$ cat src/rtl/mem_rw_bank_arbiter.sv
// ---------------------------------------------------------------------------
// mem_rw_bank_arbiter
//
// Purpose:
//   Merges the read-side (port 0) and write-side (port 1) memory ports of one
//   physical bank onto a single-port SRAM macro. A round-robin arbiter grants
//   at most one port per cycle. A shift pipeline of {valid, port_id} follows
//   each access through the SRAM latency so the response comes back to the
//   port that issued it, in grant order.
//
// Ports:
//   clk_i, rst_i        clock, asynchronous active-high reset
//   in_req_i/in_gnt_o   per-port request / combinational grant ([0]=read side)
//   in_addr_i, in_wdata_i, in_strb_i, in_we_i, in_atop_i
//                       per-port access fields, packed port 1 above port 0
//   in_rvalid_o/in_rdata_o
//                       per-port response (read data, or write acknowledge)
//   sram_*              single-port SRAM interface; sram_rdata_i is valid
//                       MemLatency cycles after sram_req_o
//   atop_err_o          sticky: a granted access carried a non-zero atop
//   busy_o              registered: some access is still in flight
//
// Optional feature (macro MEM_RW_BANK_ARBITER_RDATA_REG_EN):
//   Registers in_rvalid_o / in_rdata_o after the response pipeline, adding
//   one cycle of latency; busy_o then also covers that register.
// ---------------------------------------------------------------------------
module mem_rw_bank_arbiter #(
  parameter int unsigned AddrWidth  = 32,
  parameter int unsigned DataWidth  = 64,
  parameter int unsigned MemLatency = 1,
  parameter int unsigned StrbWidth  = DataWidth / 8
) (
  input  logic                     clk_i,
  input  logic                     rst_i,
  input  logic [1:0]               in_req_i,
  output logic [1:0]               in_gnt_o,
  input  logic [2*AddrWidth-1:0]   in_addr_i,
  input  logic [2*DataWidth-1:0]   in_wdata_i,
  input  logic [2*StrbWidth-1:0]   in_strb_i,
  input  logic [1:0]               in_we_i,
  input  logic [11:0]              in_atop_i,
  output logic [1:0]               in_rvalid_o,
  output logic [2*DataWidth-1:0]   in_rdata_o,
  output logic                     sram_req_o,
  output logic                     sram_we_o,
  output logic [AddrWidth-1:0]     sram_addr_o,
  output logic [DataWidth-1:0]     sram_wdata_o,
  output logic [StrbWidth-1:0]     sram_be_o,
  input  logic [DataWidth-1:0]     sram_rdata_i,
  output logic                     atop_err_o,
  output logic                     busy_o
);

  if ((MemLatency < 1) || (MemLatency > 8)) begin : g_bad_latency
    $error("mem_rw_bank_arbiter: MemLatency must be in 1..8");
  end
  if ((DataWidth % 8) != 0) begin : g_bad_width
    $error("mem_rw_bank_arbiter: DataWidth must be a multiple of 8");
  end

  // r_rr_ptr names the port that wins when both request (0 after reset).
  logic                  r_rr_ptr;
  logic [1:0]            w_gnt;
  logic                  w_sel;
  logic                  w_atop_hit;
  logic [MemLatency-1:0] r_vld_p;
  logic [MemLatency-1:0] r_pid_p;
  logic [MemLatency-1:0] w_vld_nxt;
  logic [MemLatency-1:0] w_pid_nxt;
  logic                  w_fin_vld;
  logic                  w_fin_pid;
  logic [1:0]            w_rvalid;
  logic [2*DataWidth-1:0] w_rdata;
  logic                  w_busy_nxt;
  logic                  r_busy;
  logic                  r_atop_err;

  always_comb begin
    w_gnt = 2'b00;
    case (in_req_i)
      2'b01:   w_gnt = 2'b01;
      2'b10:   w_gnt = 2'b10;
      2'b11:   w_gnt = r_rr_ptr ? 2'b10 : 2'b01;
      default: w_gnt = 2'b00;
    endcase
  end

  assign in_gnt_o = w_gnt;
  assign w_sel    = w_gnt[1];

  always_comb begin
    sram_req_o   = |w_gnt;
    sram_we_o    = 1'b0;
    sram_addr_o  = '0;
    sram_wdata_o = '0;
    sram_be_o    = '0;
    w_atop_hit   = 1'b0;
    if (sram_req_o) begin
      sram_we_o    = in_we_i[w_sel];
      sram_addr_o  = w_sel ? in_addr_i[2*AddrWidth-1:AddrWidth]
                           : in_addr_i[AddrWidth-1:0];
      sram_wdata_o = w_sel ? in_wdata_i[2*DataWidth-1:DataWidth]
                           : in_wdata_i[DataWidth-1:0];
      if (sram_we_o) begin
        sram_be_o = w_sel ? in_strb_i[2*StrbWidth-1:StrbWidth]
                          : in_strb_i[StrbWidth-1:0];
      end else begin
        sram_be_o = '1;
      end
      w_atop_hit = w_sel ? (in_atop_i[11:6] != 6'd0) : (in_atop_i[5:0] != 6'd0);
    end
  end

  // Pointer only advances on contention so a lone requester never steals
  // the other port's next turn.
  always_ff @(posedge clk_i or posedge rst_i) begin
    if (rst_i) begin
      r_rr_ptr   <= 1'b0;
      r_atop_err <= 1'b0;
    end else begin
      if (&in_req_i) r_rr_ptr <= ~r_rr_ptr;
      if (w_atop_hit) r_atop_err <= 1'b1;
    end
  end

  assign atop_err_o = r_atop_err;

  // ---- stage 0 .. MemLatency-1: {valid, port_id} tracks the SRAM latency
  if (MemLatency == 1) begin : g_shift_one
    assign w_vld_nxt = sram_req_o;
    assign w_pid_nxt = w_sel;
  end else begin : g_shift_multi
    assign w_vld_nxt = {r_vld_p[MemLatency-2:0], sram_req_o};
    assign w_pid_nxt = {r_pid_p[MemLatency-2:0], w_sel};
  end

  always_ff @(posedge clk_i or posedge rst_i) begin
    if (rst_i) begin
      r_vld_p <= '0;
      r_pid_p <= '0;
      r_busy  <= 1'b0;
    end else begin
      r_vld_p <= w_vld_nxt;
      r_pid_p <= w_pid_nxt;
      r_busy  <= w_busy_nxt;
    end
  end

  assign w_fin_vld = r_vld_p[MemLatency-1];
  assign w_fin_pid = r_pid_p[MemLatency-1];

  // ---- response steering: final stage selects which port sees sram_rdata_i
  always_comb begin
    w_rvalid = 2'b00;
    w_rdata  = '0;
    if (w_fin_vld) begin
      if (w_fin_pid) begin
        w_rvalid                          = 2'b10;
        w_rdata[2*DataWidth-1:DataWidth] = sram_rdata_i;
      end else begin
        w_rvalid                = 2'b01;
        w_rdata[DataWidth-1:0] = sram_rdata_i;
      end
    end
  end

`ifdef MEM_RW_BANK_ARBITER_RDATA_REG_EN
  logic [1:0]             r_rvalid;
  logic [2*DataWidth-1:0] r_rdata;

  // ---- output register stage
  always_ff @(posedge clk_i or posedge rst_i) begin
    if (rst_i) begin
      r_rvalid <= 2'b00;
      r_rdata  <= '0;
    end else begin
      r_rvalid <= w_rvalid;
      r_rdata  <= w_rdata;
    end
  end

  assign in_rvalid_o = r_rvalid;
  assign in_rdata_o  = r_rdata;
  // Next-cycle view: pipeline occupancy plus a response about to be latched.
  assign w_busy_nxt  = (|w_vld_nxt) | (|w_rvalid);
`else
  assign in_rvalid_o = w_rvalid;
  assign in_rdata_o  = w_rdata;
  assign w_busy_nxt  = |w_vld_nxt;
`endif

  assign busy_o = r_busy;

endmodule
$ cat config.mk
export PLATFORM = sky130hd
export DESIGN_NAME = mem_rw_bank_arbiter
export DESIGN_NICKNAME = d
export VERILOG_FILES = /design/src/rtl/mem_rw_bank_arbiter.sv
export SDC_FILE = /design/constraint.sdc
export NUM_CORES = 1
export LEC_CHECK = 0
export ABC_AREA = 1
export BUFFER_PORTS_ARGS = -buffer_cell sky130_fd_sc_hd__buf_2
export CAP_MARGIN = 20
export CORE_AREA = 3 3 207 209
export CTS_BUF_LIST = sky130_fd_sc_hd__clkbuf_8 sky130_fd_sc_hd__clkbuf_16
export CTS_CLUSTER_SIZE = 28
export DETAILED_ROUTE_END_ITERATION = 7
export DIE_AREA = 0 0 210 212
export HOLD_SLACK_MARGIN = 0.05
export PLACE_DENSITY = 0.41
export SYNTH_ARGS = -nofsm -noshare
export SYNTH_HDL_FRONTEND = slang
export SYNTH_SLANG_ARGS = --single-unit
export TNS_END_PERCENT = 10
$ cat constraint.sdc
create_clock -name clk_i -period 1.4 [get_ports clk_i]
set_input_delay 0.21 -clock clk_i [delete_from_list [all_inputs] [get_ports clk_i]]
set_output_delay 0.21 -clock clk_i [all_outputs]
set_load 0.01 [all_outputs]
## Word-level counts from Yosys, hierarchy flattened

Cells that the tools add are included.

| storage, ports and cells | value |
|---|---|
| bits in registers | 4 |
| input bits | 290 |
| output and inout bits | 240 |
| word-level logic and storage cells | 32 |

| cells by class | value |
|---|---|
| magnitude comparators | 1 |
| eq/ne operators | 3 |
| muxes and demuxes | 19 |
| bitwise operators | 1 |
| reduce and logical (&&, ||, !) cells | 4 |

Operators with widths:

| operator | number |
|---|---|
| $mux W64 | 4 |
| $mux W128 | 1 |
| $mux W32 | 2 |
| $mux W8 | 3 |
| $reduce_bool A6 Y1 | 2 |
| $mux W2 | 3 |
| $pmux W2 S3 | 1 |
| $mux W1 | 5 |
| $eq A2 B2 Y1 const B | 2 |
| $eq A2 B1 Y1 const B | 1 |
| $lt A1 B2 Y1 const B | 1 |
| $reduce_and A2 Y1 | 1 |
| $reduce_or A2 Y1 | 1 |
| $not A1 Y1 | 1 |

## Longest topological paths before layout

| depth | value |
|---|---|
| word-level depth | 6 |
| depth in mapped cells | 9 |
| depth with buffers taken out | 7 |

## Worst setup path before layout

Ideal clock, no wire load.

| timing path | value |
|---|---|
| path kind | register to output |
| start | register, netlist name busy_o |
| end | output port in_rdata_o[10] |
| data arrival time | 1164 ps |
| data required time | 1190 ps |
| path slack | 26 ps |
| cell stages (with the launch flop) | 6 |
| buffers on the path | 1 |
| cell sequence | dfrtp_1 inv_1 nor2_1 inv_2 clkbuf_1 nor2_1 |

RTL lines:

| element | RTL line | RTL |
|---|---|---|
| to (decl) | 43 | `output logic [2*DataWidth-1:0] in_rdata_o,` |

## Final worst setup path

| timing path | value |
|---|---|
| start | register r_rr_ptr |
| end | output port sram_addr_o[0] |

| between the ends | value |
|---|---|
| longest elaborated chain between the ends | 4 |
| elaborated cells between the ends (all ways) | 5 |
| those cells by class | mux (4); reduce/logical (1) |

RTL lines:

| element | RTL line | RTL |
|---|---|---|
| from (decl) | 62 | `logic r_rr_ptr;` |
| from (signal assigned) | 121 | `if (&in_req_i) r_rr_ptr <= ~r_rr_ptr;` |
| $mux W2 (*) | 83 | `2'b11: w_gnt = r_rr_ptr ? 2'b10 : 2'b01;` |
| $pmux W2 S3 (*) | 80 | `case (in_req_i)` |
| $mux W32 / $reduce_or A2 Y1 (equally long branches) | 100, 92 |  |
| $mux W32 (*) | 98 | `if (sram_req_o) begin` |
| to (decl) | 46 | `output logic [AddrWidth-1:0] sram_addr_o,` |

Every way passes the cells marked *; elsewhere a longest branch is shown, timed or not.

==> out/summary.txt <==
Wirelength per Cell = 15.20 um
antenna viol nets, final = 0
fin crit period = 1778 ps
crit share post-route = 127.0%
Post-Synthesis Cells = 596
hold crit path type = in2reg
share of cells above drive strength 1 = 57.47%
die width = 210 um
clock buffer depth = 2
Row Count = 74
skew final = 3.134 ps
Clock transition at path regs = 40 ps
initial antenna violation count = 9
Max Freq = 562.3 MHz
Nets = 1430
routed wire length = 25.48 mm
Leakage = 4.443 nW
VDD IR-drop max = 0.0002037 V
Final setup viols = 235
maxcap violations = 0
Max Fanout on Critical Path = 7
Buffers on Ports = 529
Worst EP arrival = 1570 ps
unique cell type count in the Yosys netlist = 18
Worst path max stage delay = 380 ps
first-pass GRT wire length = 33.78 mm
hold slack = 409.8 ps
Switch Pwr = 0.001788 W
Vias = 5626
Hold Vio Cnt, Final = 0
setup TNS = -45730 ps
clk_lat worst skew = 230 ps
CP cell instances = inv_2 -> nand2_4 -> nand2_8 -> nand2_8 -> inv_12 -> buf_12 -> buf_6 -> nand2_2 -> nand2_1 -> buf_2
die area = 0.04452 mm^2
required time of the critical path = 1190 ps
most frequent CP cell = nand2_8
crit path buf inv count = 5
relative slew slack = 84.33%
initial core utilization = 6.025%
WS Path Type = reg2out
pwr dens = 548.1 mW/mm^2
die height = 212 um
combinational group share of total power = 84.1%
RD Place Congestion = 0.9287
RSZ-0062 raised after global routing = true
FILL cells = 4853
HPWL after DPL = 22.40 mm
Core Box Area = 0.04102 mm^2
I/O Pins = 530
Top delay family on crit path = buffers and inverters
Slowest cell on crit path = dfrtp_1
vias in the first global route = 5620
Syn Std Cell Area = 0.002471 mm^2
Mapped Avg Cell Area = 4.146 um^2
largest net degree at the start of global routing = 32
Final WS setup = -378.4 ps
GRT Util Overall = 10.22%
switch share = 47.78%
worst-margin pin slew = 233.5 ps
Mapped Nets = 886
failing checks = setup timing
Power, Total = 0.003742 W
total clock buffers created by CTS = 3
DRT Pass-1 Iters = 4
synthesis-to-layout area growth = 176.3%
H-tree Lvls = 1
Root Buffer = clkbuf_16
Layout Utilization = 16.65%
max-slew violations = 0
internal power = 0.001954 W
Synth warnings = 0
startpoint types = flip-flop
CP Capture Type = output port
CTS tree = yes
Remaining DRCs = 0
clock share of power = 12.3%
Vias/cell = 3.357
register area share after synthesis = 4.051%
status = complete, but fails checks
Yosys reg bits = 4
sequential share of power = 3.7%
DR iter-0 viols = 210
grt total ovfl = 0
number of clock sinks = 4
per-stage QoR:
stage | instance area [um^2] | setup slack (ps) | std cells
final | 6828 | -378.4 | 1676
after global routing | 6820 | -474.0 | 1673
after CTS | 6568 | -421.9 | 1668
after detailed placement | 5957 | -253.2 | 1656
after global placement | 5957 | -242.8 | 1656
after floorplan | 2471 | 25.76 | 596
synthesized netlist by cell type:
library cell	number	share of area [%]
a21oi_1	9	1.8
buf_2	20	4.1
buf_4	1	0.30
buf_6	5	2.3
clkbuf_1	9	1.4
clkinv_1	1	0.15
dfrtp_1	4	4.1
inv_1	78	12
inv_2	2	0.30
inv_4	2	0.51
nand2_1	312	47
nand2_2	2	0.51
nand2_4	3	1.4
nand3_1	1	0.20
nand3b_1	8	2.4
nor2_1	135	21
o21ai_0	2	0.41
or2_2	2	0.51
metal layers:
layer	GRT usage [%]	part of all wire (%)	vias to the layer above	wire, um
li1	-	-	2793	-
met1	10.69	36	2400	9167
met3	2.317	8.3	46	2107
met2	19.52	51	383	12910
met5	0	0.082	-	21
met4	4.534	5.0	4	1271
sequential cells by signal, summed over array words and instances, names as in the netlist:
signal and count:
busy_o 1, r_rr_ptr 1, atop_err_o 1, r_pid_p 1
path summary, 6_finish.rpt:
kind / start / end / slack [ps] / cells after the start
worst max-delay path: r_rr_ptr$_DFFE_PP0N_ / sram_addr_o[0] / -380 / 10
worst min-delay path: in_req_i[0] / r_rr_ptr$_DFFE_PP0N_ / 410 / 4
worst max register to register: r_rr_ptr$_DFFE_PP0N_ / atop_err_o$_DFFE_PP0P_ / 130 / 8
worst min register to register: atop_err_o$_DFFE_PP0P_ / atop_err_o$_DFFE_PP0P_ / 450 / 2
max in group asynchronous: rst_i / r_pid_p$_DFF_PP0_ / 710 / 3
min in group asynchronous: rst_i / atop_err_o$_DFFE_PP0P_ / 470 / 3
worst register-to-register path: stages (launching register included):
cell and delay (ps):
dfrtp_1 350, inv_2 50, nand2_4 80, nand2_8 80
inv_12 130, buf_16 220, nand2_1 110, nand3_1 80
nand2_1 40
layout make-up:
class	instances	area, um^2	area share [%]
Timing Repair Buffer	574	3550	51.99
Antenna cell	6	15.01	0.2199
Clock buffer	3	75.07	1.100
Inverter	83	336.6	4.929
Multi-Input combinational cell	474	2085	30.53
Sequential cell	4	101.3	1.484
Tap cell	532	665.6	9.749
cell usage in the layout, fill, tap and decap left out:
cell,n
buf_2,491
nand2_1,268
nor2_1,115
inv_1,76
buf_6,45
nand2_2,38
nor2_2,18
buf_4,17
buf_12,10
nand2_4,9
a21oi_1,9
nand3b_1,8
buf_16,7
diode_2,6
inv_2,4
clkbuf_16,4
dfrtp_1,3
o21ai_0,2
nand2_8,2
inv_12,2
nor2_4,2
or2_2,2
buf_8,2
clkinv_1,1
nand3_1,1
dlygate4sd3_1,1
dfrtp_2,1
cells by family after synthesis:
| group | after synthesis | share of synthesized area (%) |
|---|---|---|
| and+or+nand+nor | 463 | 72.91 |
| buffers and inverters | 118 | 20.81 |
| AOI/OAI and AO/OA | 11 | 2.228 |
| DFF | 4 | 4.051 |
timing repair:
action	4_1_cts	5_1_grt
gates cloned	6	1
setup buffers	2	2
pin swaps	5	5
endpoints found under the setup margin	237	236
hold buffers	1	0
hold endpoints to repair	4	0
gates resized for setup	83	63
power groups by stage:
stage / Clock (W) / Combinational, W / Sequential (W)
final: 0.000459 / 0.00315 / 0.000138
after global routing: 0.000489 / 0.00342 / 0.000139
after CTS: 0.000478 / 0.00305 / 0.000135
after detailed placement: 0 / 0.00266 / 0.000134
after global placement: 0 / 0.00267 / 0.000134
after floorplan: 0 / 0.00118 / 0.000132
(Power assumes the default switching activity.)
